===== config.mk =====
export PLATFORM = sky130hd
export DESIGN_NAME = sample_ctrl
export DESIGN_NICKNAME = d
export VERILOG_FILES = /design/src/rtl/sample_ctrl.sv
export SDC_FILE = /design/constraint.sdc
export NUM_CORES = 1
export LEC_CHECK = 0
export ABC_CLOCK_PERIOD_IN_PS = 6800
export CORE_ASPECT_RATIO = 1.4
export CORE_MARGIN = 2
export CORE_UTILIZATION = 48
export CTS_BUF_LIST = sky130_fd_sc_hd__clkbuf_2
export DETAILED_ROUTE_END_ITERATION = 8
export PLACE_DENSITY = 0.84
export SKIP_CTS_REPAIR_TIMING = 1
export SLEW_MARGIN = 20
export SYNTH_ARGS = -nofsm -noshare
export SYNTH_HDL_FRONTEND = slang
export SYNTH_SLANG_ARGS = --single-unit

===== constraint.sdc =====
create_clock -name i_clk -period 6.8 [get_ports i_clk]
set_input_delay 1.36 -clock i_clk [delete_from_list [all_inputs] [get_ports i_clk]]
set_output_delay 1.36 -clock i_clk [all_outputs]
set_load 0.02 [all_outputs]

===== src/rtl/sample_ctrl.sv =====
// sample: combinational CDF error sampler, one r value to one signed error sample.
// sample_ctrl: streams N = n*nbar sampler outputs from 64-bit random words.
module sample #(
   parameter int WIDTH_Q = 16
) (
   input  logic [WIDTH_Q-1:0] i_r,
   input  logic [2:0]         i_sec_level,
   output logic [WIDTH_Q-1:0] o_e
);
   localparam logic [WIDTH_Q-2:0] T1 [13] = '{15'd4643, 15'd13363, 15'd20579, 15'd25843, 15'd29227,
      15'd31145, 15'd32103, 15'd32525, 15'd32689, 15'd32745, 15'd32762, 15'd32766, 15'd32767};
   localparam logic [WIDTH_Q-2:0] T3 [11] = '{15'd5638, 15'd15915, 15'd23689, 15'd28571, 15'd31116,
      15'd32217, 15'd32613, 15'd32731, 15'd32760, 15'd32766, 15'd32767};
   localparam logic [WIDTH_Q-2:0] T5 [7] = '{15'd9142, 15'd23462, 15'd30338, 15'd32361, 15'd32725,
      15'd32765, 15'd32767};
   logic [WIDTH_Q-2:0] t;
   logic [3:0]         e1, e3, e5, mag;
   logic [WIDTH_Q-1:0] ext;
   always_comb begin
      t = i_r[WIDTH_Q-1:1];
      e1 = '0;
      e3 = '0;
      e5 = '0;
      for (int i = 0; i < 13; i++) e1 = e1 + 4'(t > T1[i]);
      for (int i = 0; i < 11; i++) e3 = e3 + 4'(t > T3[i]);
      for (int i = 0; i < 7; i++) e5 = e5 + 4'(t > T5[i]);
      mag = (i_sec_level == 3'd3) ? e3 : (i_sec_level == 3'd5) ? e5 : e1;
      ext = {{(WIDTH_Q-4){1'b0}}, mag};
      o_e = i_r[0] ? -ext : ext;
   end
endmodule

module sample_ctrl #(
   parameter int RAND_W  = 64,
   parameter int WIDTH_Q = 16,
   parameter int ADDR_W  = 14
) (
   input  logic               i_clk,
   input  logic               i_rst_n,
   input  logic               i_start,
   input  logic [2:0]         i_sec_level,
   input  logic [RAND_W-1:0]  i_rand,
   input  logic               i_rand_valid,
   output logic               o_rand_ready,
   output logic [WIDTH_Q-1:0] o_e,
   output logic [ADDR_W-1:0]  o_e_addr,
   output logic               o_e_valid,
   input  logic               i_e_ready,
   output logic               o_busy,
   output logic               o_done,
   output logic               o_err
);
   typedef enum logic [1:0] {IDLE, LOAD, EMIT, DONE} state_t;
   state_t              state_q, state_d;
   logic [2:0]          lvl_q, lvl_d;
   logic [RAND_W-1:0]   buf_q, buf_d;
   logic [1:0]          j_q, j_d;
   logic [ADDR_W-1:0]   cnt_q, cnt_d, addr_q, addr_d, n_max;
   logic [WIDTH_Q-1:0]  e_q, e_d, e_s;
   logic                valid_q, valid_d, done_q, done_d, err_q, err_d, lvl_ok;
   sample #(.WIDTH_Q(WIDTH_Q)) u_sample (
      .i_r        (buf_q[WIDTH_Q*j_q +: WIDTH_Q]),
      .i_sec_level(lvl_q),
      .o_e        (e_s)
   );
   assign n_max = (lvl_q == 3'd3) ? ADDR_W'(7808) : (lvl_q == 3'd5) ? ADDR_W'(10752) : ADDR_W'(5120);
   assign lvl_ok = (i_sec_level == 3'd1) || (i_sec_level == 3'd3) || (i_sec_level == 3'd5);
   always_comb begin
      state_d = state_q;
      lvl_d   = lvl_q;
      buf_d   = buf_q;
      j_d     = j_q;
      cnt_d   = cnt_q;
      addr_d  = addr_q;
      e_d     = e_q;
      valid_d = valid_q && !i_e_ready;
      done_d  = 1'b0;
      err_d   = err_q;
      case (state_q)
         IDLE: if (i_start) begin
            lvl_d   = i_sec_level;
            cnt_d   = '0;
            err_d   = !lvl_ok;
            state_d = lvl_ok ? LOAD : DONE;
         end
         LOAD: if (i_rand_valid) begin
            buf_d   = i_rand;
            j_d     = 2'd0;
            state_d = EMIT;
         end
         EMIT: if (!valid_q || i_e_ready) begin
            e_d     = e_s;
            addr_d  = cnt_q;
            valid_d = 1'b1;
            cnt_d   = cnt_q + ADDR_W'(1);
            j_d     = j_q + 2'd1;
            if (j_q == 2'd3) state_d = (cnt_d < n_max) ? LOAD : DONE;
         end
         DONE: if (!valid_q || i_e_ready) begin
            done_d  = 1'b1;
            state_d = IDLE;
         end
         default: state_d = IDLE;
      endcase
   end
   always_ff @(posedge i_clk or negedge i_rst_n) begin
      if (!i_rst_n) begin
         state_q <= IDLE;
         lvl_q   <= '0;
         buf_q   <= '0;
         j_q     <= '0;
         cnt_q   <= '0;
         addr_q  <= '0;
         e_q     <= '0;
         valid_q <= 1'b0;
         done_q  <= 1'b0;
         err_q   <= 1'b0;
      end else begin
         state_q <= state_d;
         lvl_q   <= lvl_d;
         buf_q   <= buf_d;
         j_q     <= j_d;
         cnt_q   <= cnt_d;
         addr_q  <= addr_d;
         e_q     <= e_d;
         valid_q <= valid_d;
         done_q  <= done_d;
         err_q   <= err_d;
      end
   end
   assign o_rand_ready = (state_q == LOAD);
   assign o_busy       = (state_q != IDLE);
   assign o_e          = e_q;
   assign o_e_addr     = addr_q;
   assign o_e_valid    = valid_q;
   assign o_done       = done_q;
   assign o_err        = err_q;
endmodule


==> results.yml, run 1 <==
synth:
  synth_area_leaders: "dfrtp_1 40%, mux2_2 11%, nand2_1 5.8%, fa_1 4.7%, ha_1 4.6%"
  synth_warnings: 0
  synth.yosys.seq_area_share_pct: 40.42
  yosys.area_share.simple_pct: 15.93
  avgSynthCellArea_sq_um: 10.26
  synth-compound-area-share_pct: 10.42
  async_flop_share_pct: 100.0
  synth_top_area_share_pct: 40.42
  yosysTopAreaCell: "dfrtp_1"
  yosys.cell_types.count: 65
  synth_edf_count: 0
  yosys.area_share.xor_xnor_pct: 1.947
  synthAdderAreaFrac_pct: 9.381
  synth_top_family_by_area: "multiplexers"
  ys_ff_latch: 109
  ys.flop_type: "dfrtp_1"
  netlist_area_sq_um: 6749
  muxShareOfSynthArea_pct: 16.69
  synth_cells: 658
worst_setup_path:
  end_kind: "flip-flop"
  cp_max_fo: 11
  start_kind: "flip-flop"
  worstPathArrival_ps: 7050
  r2r_setup_slack_ps: 310
  crit_buf_inv: 3
  ff2ff_path_depth: 23
  cp_common_cell: "fa_1"
  reg2reg_to: "o_e[3]"
  critPathMaxStageDelay_ps: 650
  required_ps: 7360
  r2r-start: "j_q[0]"
  crit_chain: "mux4_1, nand4_1, or2_1, nor2_1, a31oi_1, o21a_1, fa_1, inv_1, fa_1, fa_1, fa_1, inv_1, ha_1, inv_1, fa_1, xnor2_1, a211oi_2, a21oi_1, nor3_1, ha_1, a21oi_1, o21ai_0, o21a_1"
  cpMaxStageDelayCell: "mux4_1"
  startpoint: "j_q[0]"
  path_class: "flip-flop to flip-flop"
  crit_family: "adder cells"
sta:
  slew_viol_final: 0
  fin_crit_ps: 6489
  fmax_mhz: 154.1
  fin_skew_ps: 44.12
  slew_headroom_pct: 41.82
  report.final.setup_viol: 0
  holdWs_ps: 524.1
  hold_viol: 0
  min_period_over_period_pct: 95.42
  worst_slew_pin_slew_ps: 872.7
clock_tree:
  numClockSinks: 109
  cts.root.buffer_cell: "clkbuf_2"
  cts_buffer_depth: 2
  clk_transition_reported_paths_ps: 320
  cts_made_buffers: 9
  clock_latency_ps: 640
  cts_max_level: 3
  cts_tree: "built"
floorplanning:
  ioPinCount: 107
  core-area_sq_um: 13850
  die_h_microns: 144.3
  start_util_pct: 48.74
  dieArea_sq_um: 15040
  die_w_microns: 104.2
  fp-row-count: 51
placed_design:
  portBuffers: 106
  hpwl_microns: 12820
  gp_congestion: 0.9511
finish:
  drive_gt1_share_pct: 17.00
  fin_nets: 861
  area_growth_pct: 19.56
  fill_cells: 1190
  finish.utilization_pct: 58.27
routing:
  drc: 0
  ant_nets: 0
  drt-total-wl_microns: 17080
  drt-initial-drc-count: 515
  dr.pass1.iters: 5
  num_vias: 5364
  vias_per_cell: 5.712
  routedWlPerCell_microns: 18.19
outcome:
  outcome: "finished, final reports clean"
global_route:
  grt_overflow: 0
  antenna_found_initial: 1
  grt_pass1_vias: 5284
  grt_pass1_wl_microns: 27570
  grtUsageTotal_pct: 23.33
  grt_start_max_net_pins: 72
worst_hold_path:
  holdCritPathClass: "flip-flop to flip-flop"
  whs_path_depth: 2
  min-delay-start: "o_e_addr[3]"
  min_to: "o_e_addr[3]"
power_and_ir_drop:
  max-vdd-ir-drop_mv: 0.3221
  powerDensity_nw_per_um2: 582.2
  power.leakage_nw: 3.616
job:
  drv_cap: 0
[cells in the mapped netlist, types with 12 or more instances]
master and instances:
nand3_1 12, o21ai_0 33, dfrtp_1 109, fa_1 16, nor2_1 39, mux2_2 64
a21oi_1 29, nand2_1 104, ha_1 25, clkbuf_1 18, inv_1 28, nor3_1 13
mux4_2 12
[metrics by stage]
step                TNS (ps)  instance area (sq um)  power [W]  cells  worst slack (ps)
finish                     0                   8069   0.004698    939             311.3
global route          -31.08                   8069   0.005121    939            -31.08
CTS                        0                   8008   0.004616    934             97.76
detailed placement         0                   7888   0.004289    918             193.7
global placement           0                   7888   0.004223    918             327.7
floorplan                  0                   6753   0.003445    659              1027
[area by class of cell]
type                    count  area (sq um)  area share, %
diodes                      1         2.502        0.03101
repair buffers            121          1179          14.61
clock inverters             7         75.07         0.9304
clock buffers               9         45.04         0.5582
flip-flops and latches    109          2730          33.83
well taps                 185         231.5          2.869
multi-input cells         479          3701          45.87
inverters                  28         105.1          1.303
[logic make-up after synthesis]
family | count (synthesis)
flip-flops | 109
other | 2
buffers and inverters | 71
AO/OA/AOI/OAI | 109
AND/OR/NAND/NOR | 228
multiplexers | 83
adder cells (fa/ha/maj) | 41
XOR/XNOR | 15
[worst min-delay path, stage by stage, from the launching register on]
cell and delay, ps:
dfrtp_1 420, nand2_1 50, nand2_1 60
[sequential cells by signal, indices dropped and copies added, names as in the netlist]
register,flops
buf_q,64
cnt_q,14
j_q,2
lvl_q,3
o_done,1
o_e,7
o_e_addr,14
o_e_valid,1
o_err,1
state_q,2
[layout by cell type (no fill, tap or decap), drive strengths merged, types with 8 or more instances in the layout]
cell type and instances:
ha 25, buf 16, mux2 64, nor2 40, inv 31, fa 16
dfrtp 109, nand2 104, a21o 10, and3 9, nor3 14, a21oi 30
nand3 12, xor2 8, or2 9, clkbuf 9, mux4 16, o21ai 34
clkdlybuf4s50 105
[report_power, final]
part	leakage [nW]	switching [W]	internal, W
Clock	0.0690	0.000252	0.0000605
Sequential	1.35	0.000174	0.000908
Combinational	2.19	0.00188	0.00142
[worst max path at each step]
stage,end,depth (start not counted)
2_1_floorplan,o_e[3],24
3_3_place_gp,o_e[3],24
3_5_place_dp,o_e[3],24
4_1_cts,o_e[3],24
5_1_grt,o_e[3],24
6_report,o_e[3],23
[layer usage]
metal	track usage [%]	up-vias	share of wire, %
met5	0	-	0
met3	3.425	44	5.9
met4	9.246	0	3.1
li1	-	2471	-
met1	30.22	2645	40
met2	39.75	204	51
Power figures use the tool's default switching activity.
==> inputs of run 2 (changes only) <==
Settings changed: ABC_CLOCK_PERIOD_IN_PS 6800 to 8250, PLACE_DENSITY 0.84 to 0.8.
Clock period 6.8 ns to 8.25 ns, I/O delays scaled along.
==> results.yml, run 2 (synthesis gave the netlist of run 1 again) <==
clock_tree:
  numClockSinks: 109
  cts_made_buffers: 9
  cts_tree: "built"
  cts.root.buffer_cell: "clkbuf_2"
  clk_transition_reported_paths_ps: 310
  cts_max_level: 3
  cts_buffer_depth: 2
  clock_latency_ps: 590
finish:
  final_cell_mix: "108 x dfrtp_1, 105 x clkdlybuf4s50_1, 103 x nand2_1"
  drive_gt1_share_pct: 14.96
  layout_commonest_cell: "dfrtp_1"
  largest-register: "buf_q"
  fill_cells: 1199
  area_growth_pct: 18.15
  fin_nets: 850
  largest_reg_flops: 64
outcome:
  outcome: "finished, final reports clean"
sta:
  fin_crit_ps: 6575
  fmax_mhz: 152.1
  holdWs_ps: 521.4
  fin_skew_ps: 26.50
  min_period_over_period_pct: 79.69
  worst_slew_pin_slew_ps: 843.3
  hold_viol: 0
  slew_headroom_pct: 43.78
  rsz0062_at_grt: "no"
  slew_viol_final: 0
  fin_ws_ps: 1675
  final.setup.tns_ps: 0
  report.final.setup_viol: 0
worst_setup_path:
  cp_max_fo: 18
  reg2reg_to: "o_e[3]"
  path_class: "flip-flop to flip-flop"
  r2r_setup_slack_ps: 1680
  ff2ff_path_depth: 23
  start_kind: "flip-flop"
  end_kind: "flip-flop"
  worstPathArrival_ps: 7110
  required_ps: 8790
  r2r-start: "j_q[1]"
worst_hold_path:
  whs_path_depth: 2
  min-delay-start: "o_e_addr[5]"
  holdCritPathClass: "flip-flop to flip-flop"
  min_to: "o_e_addr[5]"
power_and_ir_drop:
  power.leakage_nw: 3.569
  finalPower_w: 0.003761
  max-vdd-ir-drop_mv: 0.2777
  powerDensity_nw_per_um2: 471.7
global_route:
  grt_start_max_net_pins: 83
  grt_overflow: 0
  grt_pass1_vias: 5280
  antenna_found_initial: 1
  grt_pass1_wl_microns: 26840
  grtUsageTotal_pct: 22.61
floorplanning:
  core-area_sq_um: 13850
  start_util_pct: 48.74
  die_h_microns: 144.3
  die_w_microns: 104.2
  dieArea_sq_um: 15040
  fp-row-count: 51
  ioPinCount: 107
routing:
  vias_per_cell: 5.659
  routedWlPerCell_microns: 17.89
  drt-initial-drc-count: 289
  num_vias: 5252
  drc: 0
  drt-total-wl_microns: 16600
  ant_nets: 0
  dr.pass1.iters: 5
placed_design:
  gp_congestion: 0.9472
  hpwl_microns: 12810
  place_ws_ps: 1311
  portBuffers: 106
job:
  drv_cap: 0
[run 2: cell types whose count changed in the layout (fill, tap and decap cells not counted), sizes merged]
cell,previous run,this run
buf,16,5
inv,31,29
bufinv,0,1
clkinv,3,4
[run 2: final cells by class]
cell class,instances,area (sq um),area share (%)
diodes,1,2.502,0.03138
clock buffers,9,45.04,0.5649
clock inverters,7,86.33,1.083
inverters,28,105.1,1.318
multi-input cells,479,3682,46.18
flip-flops and latches,109,2729,34.22
well taps,185,231.5,2.903
repair buffers,110,1092,13.70
[run 2: worst max-delay path by stage]
stage / start / endpoint / slack [ps] / cells after the start
after CTS: j_q[0] / o_e[3] / 1270 / 23
final: j_q[1] / o_e[3] / 1680 / 23
after floorplan: j_q[0] / o_e[3] / 2480 / 24
after global routing: j_q[0] / o_e[3] / 1160 / 23
after detailed placement: j_q[0] / o_e[3] / 1310 / 23
after global placement: j_q[0] / o_e[3] / 1360 / 23
[run 2: power by group]
part	leakage [nW]	switching, W	internal, W
logic	2.14	0.00147	0.00111
clock network	0.0744	0.000188	0.0000752
registers	1.35	0.000164	0.000747
total	3.57	0.00183	0.00193
[run 2: per-stage QoR]
stage | instances | utilization [%] | instance area (sq um)
global placement | 911 | 56.58 | 7835
finish | 928 | 57.59 | 7974
detailed placement | 911 | 56.58 | 7835
floorplan | 659 | - | 6753
CTS | 927 | 57.53 | 7966
global route | 928 | 57.59 | 7974
[run 2: worst max-delay path, cell delays in order (launching register included)]
cell and delay [ps]:
dfrtp_1 890, mux4_1 590, nand4_1 280, or2_1 320, nor2_1 200, a31oi_1 120
o21a_1 200, fa_1 500, inv_1 50, fa_1 460, fa_1 520, fa_1 480
inv_1 70, ha_1 160, inv_1 50, fa_1 370, xnor2_1 130, a211oi_1 240
a21oi_1 120, nor3_1 180, ha_1 250, a21oi_1 110, o21ai_0 100, o21a_1 120
[run 2: per-layer routing]
metal  part of all wire (%)  wire [microns]  up-vias  GRT usage (%)
met5                      0               0        -              0
met4                    2.4             404        0          8.677
met3                    4.1             680       31          3.200
met2                     51            8527      173          39.02
met1                     42            6988     2593          29.10
li1                       -               -     2455              -
==> inputs of run 3 (changes only) <==
Settings changed: ABC_CLOCK_PERIOD_IN_PS 8250 to 6000, PLACE_DENSITY 0.8 to 0.82.
Clock period 8.25 ns to 6 ns, I/O delays scaled along.
==> results.yml, run 3 (synthesis gave the netlist of run 1 again) <==
worst_setup_path:
  cpMaxStageDelayCell: "mux4_2"
  end_kind: "flip-flop"
  crit_buf_inv: 4
  cp_max_fo: 8
  r2r-start: "j_q[0]"
  startpoint: "j_q[0]"
  start_kind: "flip-flop"
  critPathMaxStageDelay_ps: 540
  cp_common_cell: "fa_1"
  crit_chain: "buf_12, mux4_2, or3_4, o21ai_2, a31oi_1, o21a_1, fa_1, inv_1, fa_1, fa_1, fa_1, inv_1, ha_2, inv_2, fa_2, nand2_2, a21oi_4, nor2_4, nor3_2, ha_1, a21oi_2, o21ai_1, o21a_1"
  worstPathArrival_ps: 6440
  required_ps: 6490
  crit_family: "adder cells"
  path_class: "flip-flop to flip-flop"
sta:
  rsz0062_at_grt: "yes"
  fin_skew_ps: 38.88
  final.setup.tns_ps: 0
  slew_headroom_pct: 47.85
  hold_viol: 0
  fin_crit_ps: 5950
  slew_viol_final: 0
  fmax_mhz: 168.1
  worst_slew_pin_slew_ps: 779.5
  report.final.setup_viol: 0
  fin_ws_ps: 49.51
  min_period_over_period_pct: 99.17
floorplanning:
  start_util_pct: 48.74
  die_w_microns: 104.2
  die_h_microns: 144.3
  dieArea_sq_um: 15040
  fp-row-count: 51
  ioPinCount: 107
  core-area_sq_um: 13850
finish:
  largest_reg_flops: 64
  largest-register: "buf_q"
  final_cell_mix: "108 x dfrtp_1, 105 x clkdlybuf4s50_1, 101 x nand2_1"
  fin_nets: 902
  drive_gt1_share_pct: 24.81
  layout_commonest_cell: "dfrtp_1"
  area_growth_pct: 26.86
  finish.utilization_pct: 61.83
  final_cell_area_sq_um: 8562
clock_tree:
  clock_latency_ps: 590
  cts_made_buffers: 9
  numClockSinks: 109
  cts_max_level: 3
  clk_transition_reported_paths_ps: 270
  cts_tree: "built"
  cts_buffer_depth: 2
  cts.root.buffer_cell: "clkbuf_2"
routing:
  routedWlPerCell_microns: 18.42
  num_vias: 5497
  drt-total-wl_microns: 18070
  drc: 0
  vias_per_cell: 5.603
  ant_nets: 0
  dr.pass1.iters: 5
  drt-initial-drc-count: 269
placed_design:
  dpl_cell_area_sq_um: 8183
  portBuffers: 106
  hpwl_microns: 13900
  gp_congestion: 0.8725
  place_ws_ps: -81.41
job:
  drv_cap: 0
global_route:
  grtUsageTotal_pct: 23.77
  grt_pass1_wl_microns: 28280
  antenna_found_initial: 1
  grt_pass1_vias: 5750
  grt_overflow: 0
  grt_start_max_net_pins: 56
worst_hold_path:
  min-delay-start: "o_e_addr[4]"
  holdCritPathClass: "flip-flop to flip-flop"
outcome:
  outcome: "finished, final reports clean"
-- run 3: cell types whose count changed in the layout (fill, tap and decap cells not counted), moves of 4 or more --
cell / change
buf_4: +45
nor2_1: -7
a21oi_1: -4
buf_6: +4
nor2_4: +4
-- run 3: final cells by class --
cell class	instances	area [sq um]
multi-input combinational	479	3830
fill	1118	5285
clock inverter	7	73.82
clock buffer	9	45.04
timing repair buffer	162	1540
sequential	109	2729
tap	185	231.5
antenna	2	5.005
inverter	28	107.6
-- run 3: path summary, 6_finish.rpt --
path                                     end  slack, ps  cells after the start
worst max register to register        o_e[3]         50                     23
max in group asynchronous          buf_q[60]       4240                      2
worst min register to register   o_e_addr[4]        520                      2
worst max-delay path                  o_e[3]         50                     23
worst min-delay path             o_e_addr[4]        520                      2
min in group asynchronous       o_e_addr[13]        590                      1
-- run 3: worst min-delay path: stages, from the launching register on --
cell	delay, ps
dfrtp_1	410
nand2_1	50
nand2_1	60
-- run 3: metrics by stage --
stage          instances  hold slack, ps
3_3_place_gp         954           464.4
2_1_floorplan        659           459.2
3_5_place_dp         954           471.0
6_report             981           524.5
4_1_cts              970           529.0
5_1_grt              980           554.1
-- run 3: routing by layer --
layer | GRT usage [%] | share of wire [%]
met5 | 0 | 0
met4 | 12.02 | 3.7
met3 | 3.695 | 5.0
met2 | 41.83 | 53
met1 | 28.47 | 39
Power of run 3 is not shown: default switching activity piles up to over one toggle a cycle in this logic, so the estimate is an artifact.
